**config.mk**
```make
export PLATFORM = sky130hd
export DESIGN_NAME = vga_sync_gen
export DESIGN_NICKNAME = d
export VERILOG_FILES = /design/src/rtl/vga_sync_gen.sv
export SDC_FILE = /design/constraint.sdc
export NUM_CORES = 1
export LEC_CHECK = 0
export ABC_AREA = 1
export CORE_MARGIN = 3
export CORE_UTILIZATION = 48
export DETAILED_ROUTE_END_ITERATION = 10
export PLACE_DENSITY = 0.77
export SYNTH_ARGS = -nofsm -noshare
export SYNTH_HDL_FRONTEND = slang
export SYNTH_SLANG_ARGS = --single-unit
export TNS_END_PERCENT = 100
```
**constraint.sdc**
```tcl
create_clock -name clk -period 1.7 [get_ports clk]
set_input_delay 0.255 -clock clk [delete_from_list [all_inputs] [get_ports clk]]
set_output_delay 0.255 -clock clk [all_outputs]
set_load 0.05 [all_outputs]
```
**src/rtl/vga_sync_gen.sv**
```systemverilog
// ============================================================================
// Module   : vga_sync_gen
// Purpose  : 640x480@60Hz VGA timing source with pixel coordinates for the game
//            logic and registered, blanked RGB/HS/VS/blank_n outputs to the DAC.
// Revision : 1.0 - initial release
// ============================================================================
`default_nettype none

module vga_sync_gen #(
  parameter int                     CLK_DIV   = 2,
  parameter int                     H_VISIBLE = 640,
  parameter int                     H_FRONT   = 16,
  parameter int                     H_SYNC    = 96,
  parameter int                     H_BACK    = 48,
  parameter int                     V_VISIBLE = 480,
  parameter int                     V_FRONT   = 10,
  parameter int                     V_SYNC    = 2,
  parameter int                     V_BACK    = 33,
  parameter bit                     SYNC_POL  = 1'b0,
  parameter int                     COLOR_W   = 4,
  parameter logic [3*COLOR_W-1:0]   FG_COLOR  = 12'hFFF,
  parameter logic [3*COLOR_W-1:0]   BG_COLOR  = 12'h000
) (
  input  logic               clk,
  input  logic               reset,
  input  logic               color_in,
  output logic [9:0]         x,
  output logic [9:0]         y,
  output logic               pixel_tick,
  output logic               video_on,
  output logic               frame_start,
  output logic               vga_hs,
  output logic               vga_vs,
  output logic [COLOR_W-1:0] vga_r,
  output logic [COLOR_W-1:0] vga_g,
  output logic [COLOR_W-1:0] vga_b,
  output logic               blank_n
);

  localparam int H_TOTAL = H_VISIBLE + H_FRONT + H_SYNC + H_BACK;
  localparam int V_TOTAL = V_VISIBLE + V_FRONT + V_SYNC + V_BACK;
  localparam int DIV_W   = (CLK_DIV > 1) ? $clog2(CLK_DIV) : 1;

  localparam logic [DIV_W-1:0] c_DIV_LAST     = DIV_W'(CLK_DIV - 1);
  localparam logic [9:0]       c_H_VIS        = 10'(H_VISIBLE);
  localparam logic [9:0]       c_H_SYNC_START = 10'(H_VISIBLE + H_FRONT);
  localparam logic [9:0]       c_H_SYNC_END   = 10'(H_VISIBLE + H_FRONT + H_SYNC);
  localparam logic [9:0]       c_H_LAST       = 10'(H_TOTAL - 1);
  localparam logic [9:0]       c_V_VIS        = 10'(V_VISIBLE);
  localparam logic [9:0]       c_V_SYNC_START = 10'(V_VISIBLE + V_FRONT);
  localparam logic [9:0]       c_V_SYNC_END   = 10'(V_VISIBLE + V_FRONT + V_SYNC);
  localparam logic [9:0]       c_V_LAST       = 10'(V_TOTAL - 1);
  localparam logic             c_SYNC_ON      = SYNC_POL;
  localparam logic             c_SYNC_OFF     = ~SYNC_POL;

  logic [DIV_W-1:0]     r_div;
  logic [9:0]           r_h;
  logic [9:0]           r_v;
  logic                 r_hs;
  logic                 r_vs;
  logic                 r_blank;
  logic [3*COLOR_W-1:0] r_rgb;

  logic                 w_tick;
  logic                 w_h_last;
  logic                 w_v_last;
  logic                 w_hs_act;
  logic                 w_vs_act;
  logic                 w_von;
  logic [3*COLOR_W-1:0] w_pix;

  assign w_tick   = (r_div == c_DIV_LAST);
  assign w_h_last = (r_h == c_H_LAST);
  assign w_v_last = (r_v == c_V_LAST);
  assign w_hs_act = (r_h >= c_H_SYNC_START) && (r_h < c_H_SYNC_END);
  assign w_vs_act = (r_v >= c_V_SYNC_START) && (r_v < c_V_SYNC_END);
  assign w_von    = (r_h < c_H_VIS) && (r_v < c_V_VIS);
  assign w_pix    = w_von ? (color_in ? FG_COLOR : BG_COLOR) : '0;

  always_ff @(posedge clk or posedge reset) begin
    if (reset) begin
      r_div <= '0;
    end else if (w_tick) begin
      r_div <= '0;
    end else begin
      r_div <= r_div + DIV_W'(1);
    end
  end

  // Vertical counter steps only on the tick that wraps the horizontal one.
  always_ff @(posedge clk or posedge reset) begin
    if (reset) begin
      r_h <= '0;
      r_v <= '0;
    end else if (w_tick) begin
      r_h <= w_h_last ? 10'd0 : r_h + 10'd1;
      if (w_h_last) begin
        r_v <= w_v_last ? 10'd0 : r_v + 10'd1;
      end
    end
  end

  // Pin stage captures the pixel being left, so every pin carries the same one-pixel delay.
  always_ff @(posedge clk or posedge reset) begin
    if (reset) begin
      r_hs    <= c_SYNC_OFF;
      r_vs    <= c_SYNC_OFF;
      r_blank <= 1'b0;
      r_rgb   <= '0;
    end else if (w_tick) begin
      r_hs    <= w_hs_act ? c_SYNC_ON : c_SYNC_OFF;
      r_vs    <= w_vs_act ? c_SYNC_ON : c_SYNC_OFF;
      r_blank <= w_von;
      r_rgb   <= w_pix;
    end
  end

  assign x           = r_h;
  assign y           = r_v;
  assign pixel_tick  = w_tick;
  assign video_on    = w_von;
  assign frame_start = w_tick && w_h_last && w_v_last;
  assign vga_hs      = r_hs;
  assign vga_vs      = r_vs;
  assign blank_n     = r_blank;
  assign vga_r       = r_rgb[3*COLOR_W-1 -: COLOR_W];
  assign vga_g       = r_rgb[2*COLOR_W-1 -: COLOR_W];
  assign vga_b       = r_rgb[COLOR_W-1 -: COLOR_W];

endmodule

`default_nettype wire

```
==> flow_metrics.py, run 1 <==
metrics = {
    "sta": {
        "timing_hold_violations_final": 0,
        "tightestPinTransition_ns": 0.340,
        "achievable-frequency_ghz": 0.545,
        "post-route-worst-setup-slack_ns": -0.135,
        "max-slew-margin-rel_pct": 77.5,
        "rsz0062_at_grt": "yes",
        "slew_viol_final": 0,
        "layout_worst_path_cycle_share_pct": 108,
        "finalClockSkew_ns": 0.00407,
        "setup_viol_count_final": 3,
        "post_layout_minimum_cycle_time_ns": 1.83,
    },
    "global_routing": {
        "grtUsageMet3_pct": 2.16,
        "grt_start_max_net_pins": 26,
        "first_global_vias": 1475,
        "grt_pass1_wl_um": 7030,
        "globalRouteMet1Util_pct": 26.7,
        "busiest_layer": "met2",
        "antenna_found_initial": 0,
        "groute.usage.overall_pct": 21.8,
        "overflow": 0,
        "grt_use_met2_pct": 40.6,
    },
    "clock_network": {
        "ctsHoldBuffers": 0,
        "root_buffer": "sky130_fd_sc_hd__clkbuf_4",
        "htree_num_levels": 1,
        "insertion_delay_of_the_later_clocked_pin_in_the_worst_skew_pair_ns": 0.32,
        "clock_path_buffers": 2,
        "clock_sinks": 25,
        "clkSlewWorstSetupHoldPaths_ns": 0.14,
        "cts_tree": "done",
        "cts_inserted_buffers": 3,
    },
    "synthesis": {
        "ys_types": 24,
        "cell_type_with_the_highest_aggregate_area_in_the_netlist": "sky130_fd_sc_hd__dfrtp_1",
        "netlist_area_sq_mm": 0.00154,
        "synth.yosys.seq_area_share_pct": 40.8,
        "synth_enable_flop_cells": 0,
        "syn-num-nets": 213,
        "synth_cells": 205,
        "synth_area_per_cell_sq_um": 7.50,
        "synth-seq-cells": 25,
        "synth.top_cell.area_share_pct": 37.4,
        "yosys_warnings": 0,
        "yosysMostFrequentCell": "sky130_fd_sc_hd__nand2_1",
        "synth_flop_cell": "sky130_fd_sc_hd__dfrtp_1",
        "netlist_top_cells_count": "sky130_fd_sc_hd__nand2_1 (43), sky130_fd_sc_hd__inv_1 (28), sky130_fd_sc_hd__dfrtp_1 (23), sky130_fd_sc_hd__nand3_1 (23), sky130_fd_sc_hd__nor2_1 (22)",
        "ys_async_sr_fraction_pct": 100,
        "synth.area.top_cells": "sky130_fd_sc_hd__dfrtp_1 (37%), sky130_fd_sc_hd__nand2_1 (10%), sky130_fd_sc_hd__nand3_1 (7.5%), sky130_fd_sc_hd__inv_1 (6.8%), sky130_fd_sc_hd__buf_4 (5.4%)",
    },
    "worst_setup_path": {
        "worst-endpoint-required_ns": 1.44,
        "regToRegStartpoint": "x[2]",
        "critical_path_peak_fanout": 5,
        "timing.setup.critical_path_class": "register to primary output",
        "critical_path.reg2reg.endpoint": "x[5]",
        "worst-r2r-cell-count": 9,
        "worst_setup_path_start_kind": "register",
        "critical-path-slowest-cell": "sky130_fd_sc_hd__dfrtp_2",
        "max_stage_delay_ns": 0.46,
        "worstPathArrival_ns": 1.58,
        "ff2ff_setup_slack_ns": -0.06,
        "critPathCaptureType": "primary output",
        "critical_path.cell_chain": "nand2_2 > nor3_2 > nand3_2 > nor3_4 > buf_12",
        "timing.critical_path.buf_inv": 1,
        "critPathLaunch": "x[2]",
        "cpLargestDelayFamily": "simple AND/OR/NAND/NOR gates",
    },
    "drt": {
        "drt-total-wl_um": 4490,
        "routed-via-count": 1614,
        "detail_route.wl_per_cell_um": 14.6,
        "drc_errors": 0,
        "vias_per_cell": 5.26,
        "drt_pre_antenna_iters": 5,
        "drt_iter0_drc": 97,
        "drt.antenna.violating_nets": 0,
    },
    "floorplan": {
        "design.portCount": 41,
        "fp.dieH_um": 62.6,
        "start_util_pct": 53.0,
        "core_region_area_sq_mm": 0.00290,
        "die_x_um": 62.6,
        "placement_rows": 19,
        "die-area_sq_mm": 0.00392,
    },
    "outcome": {
        "outcome": "finished, violations left",
        "violations_in_the_final_reports": "setup timing",
    },
    "pwr": {
        "power_per_cell_area_mw_per_mm2": 430,
        "peakVddDrop_uv": 378,
        "static-leakage-power_uw": 0.00118,
    },
    "layout": {
        "diodes": 0,
        "finish.cell_count_without_fillers": 307,
        "finish.net_count": 274,
        "area_growth_syn_to_layout_pct": 52.7,
        "drive_gt1_share_pct": 41.5,
        "stdcell_area_sq_mm": 0.00235,
        "n_fill_cell": 181,
    },
    "min_path": {
        "worstHoldPathType": "input pin to asynchronous set/reset pin",
    },
    "place": {
        "hpwlAfterDp_um": 2950,
        "post-place-cells": 282,
        "placed_cell_area_sq_mm": 0.00207,
        "gp_routability_congestion": 0.950,
        "port_buffers": 40,
    },
    "flow_run": {
        "cap_viol_max_count": 0,
    },
}
-- report_power, final --
group	switching [uW]	leakage [uW]	internal, uW
Clock	176	0.0000150	91.8
Sequential	0.574	0.000305	596
Combinational	83.9	0.000864	61.9
-- final cells by class --
| cell class | count | area [sq um] | share of cell area (%) |
|---|---|---|---|
| Multi-Input combinational cell | 136 | 797 | 33.9 |
| Inverter | 31 | 121 | 5.17 |
| Sequential cell | 25 | 642 | 27.3 |
| Clock buffer | 4 | 26.3 | 1.12 |
| Timing Repair inverter | 1 | 7.51 | 0.320 |
| Timing Repair Buffer | 68 | 702 | 29.9 |
| Tap cell | 42 | 52.6 | 2.24 |
-- state kept, by name, summed over array words and instances, names as in the netlist --
register / count
r_rgb: 1
pixel_tick: 1
vga_hs: 1
blank_n: 1
x: 10
vga_vs: 1
y: 10
-- cells by family after synthesis --
group,count (synthesis),share of synthesized area [%]
and+or+nand+nor,110,32.5
buffers and inverters,45,14.2
DFF,25,40.8
AOI/OAI and AO/OA,13,4.31
xor gates and xnor gates,7,3.99
adders and majority gates,5,4.07
-- worst min-delay path: cells and delay by family --
kind                   cells  cell delay, ns
buffers and inverters      3            0.77
-- metal layers --
| layer | wire length [um] | vias to the layer above |
|---|---|---|
| met2 | 2470 | 68 |
| met4 | 86 | 0 |
| li1 | - | 760 |
| met1 | 1720 | 772 |
| met5 | 0 | - |
| met3 | 206 | 14 |
-- how the worst max path moves through the flow --
stage                        to  depth (start not counted)
finish              frame_start                          5
global route        frame_start                          6
CTS                 frame_start                          6
detailed placement  frame_start                          6
global placement    frame_start                          6
floorplan           frame_start                          4
-- layout by cell type (no fill, tap or decap), types with 2 or more instances in the layout --
cell type,instances
sky130_fd_sc_hd__nand4_1,8
sky130_fd_sc_hd__dfrtp_1,12
sky130_fd_sc_hd__nor3_1,4
sky130_fd_sc_hd__dfrtp_2,11
sky130_fd_sc_hd__dfstp_2,2
sky130_fd_sc_hd__o21ai_0,9
sky130_fd_sc_hd__clkdlybuf4s50_1,2
sky130_fd_sc_hd__inv_1,26
sky130_fd_sc_hd__nor3_4,2
sky130_fd_sc_hd__nand3_4,2
sky130_fd_sc_hd__inv_2,3
sky130_fd_sc_hd__buf_12,14
sky130_fd_sc_hd__nor2_4,2
sky130_fd_sc_hd__buf_6,3
sky130_fd_sc_hd__nand3_2,2
sky130_fd_sc_hd__nand2_2,2
sky130_fd_sc_hd__o21ai_2,2
sky130_fd_sc_hd__buf_4,49
sky130_fd_sc_hd__xor2_1,6
sky130_fd_sc_hd__nor2_2,5
sky130_fd_sc_hd__nor3_2,2
sky130_fd_sc_hd__ha_1,3
sky130_fd_sc_hd__inv_4,2
sky130_fd_sc_hd__nand3_1,20
sky130_fd_sc_hd__nand2_1,42
sky130_fd_sc_hd__clkbuf_4,3
sky130_fd_sc_hd__nor2_1,19
-- metrics by stage --
stage / TNS (ns) / hold WS, ns / worst slack, ns / total power (uW) / utilization [%]
finish: -0.213 / 0.280 / -0.135 / 1010 / 81.0
detailed placement: 0 / 0.466 / 0.0842 / 755 / 71.4
global placement: 0 / 0.463 / 0.158 / 754 / 71.4
floorplan: -0.132 / 0.280 / -0.132 / 693 / -
global route: -0.437 / 0.288 / -0.212 / 1050 / 81.0
CTS: -0.134 / 0.294 / -0.108 / 1020 / 76.4
-- what timing repair did --
item                       in CTS  in global routing
setup endpoints to repair       2                 10
setup buffers                  10                 11
cloned                          0                  2
resized for setup              14                 15
pin swaps                       4                  5
Power figures use the tool's default switching activity.
==> inputs of run 2 (changes only) <==
--- a/config.mk
+++ b/config.mk
@@ -6,6 +6,7 @@
 export NUM_CORES = 1
 export LEC_CHECK = 0
 export ABC_AREA = 1
+export CAP_MARGIN = 20
 export CORE_MARGIN = 3
 export CORE_UTILIZATION = 48
 export DETAILED_ROUTE_END_ITERATION = 10
==> results of run 2 <==
Final layout, timing and power as in run 1 (identical DEF).
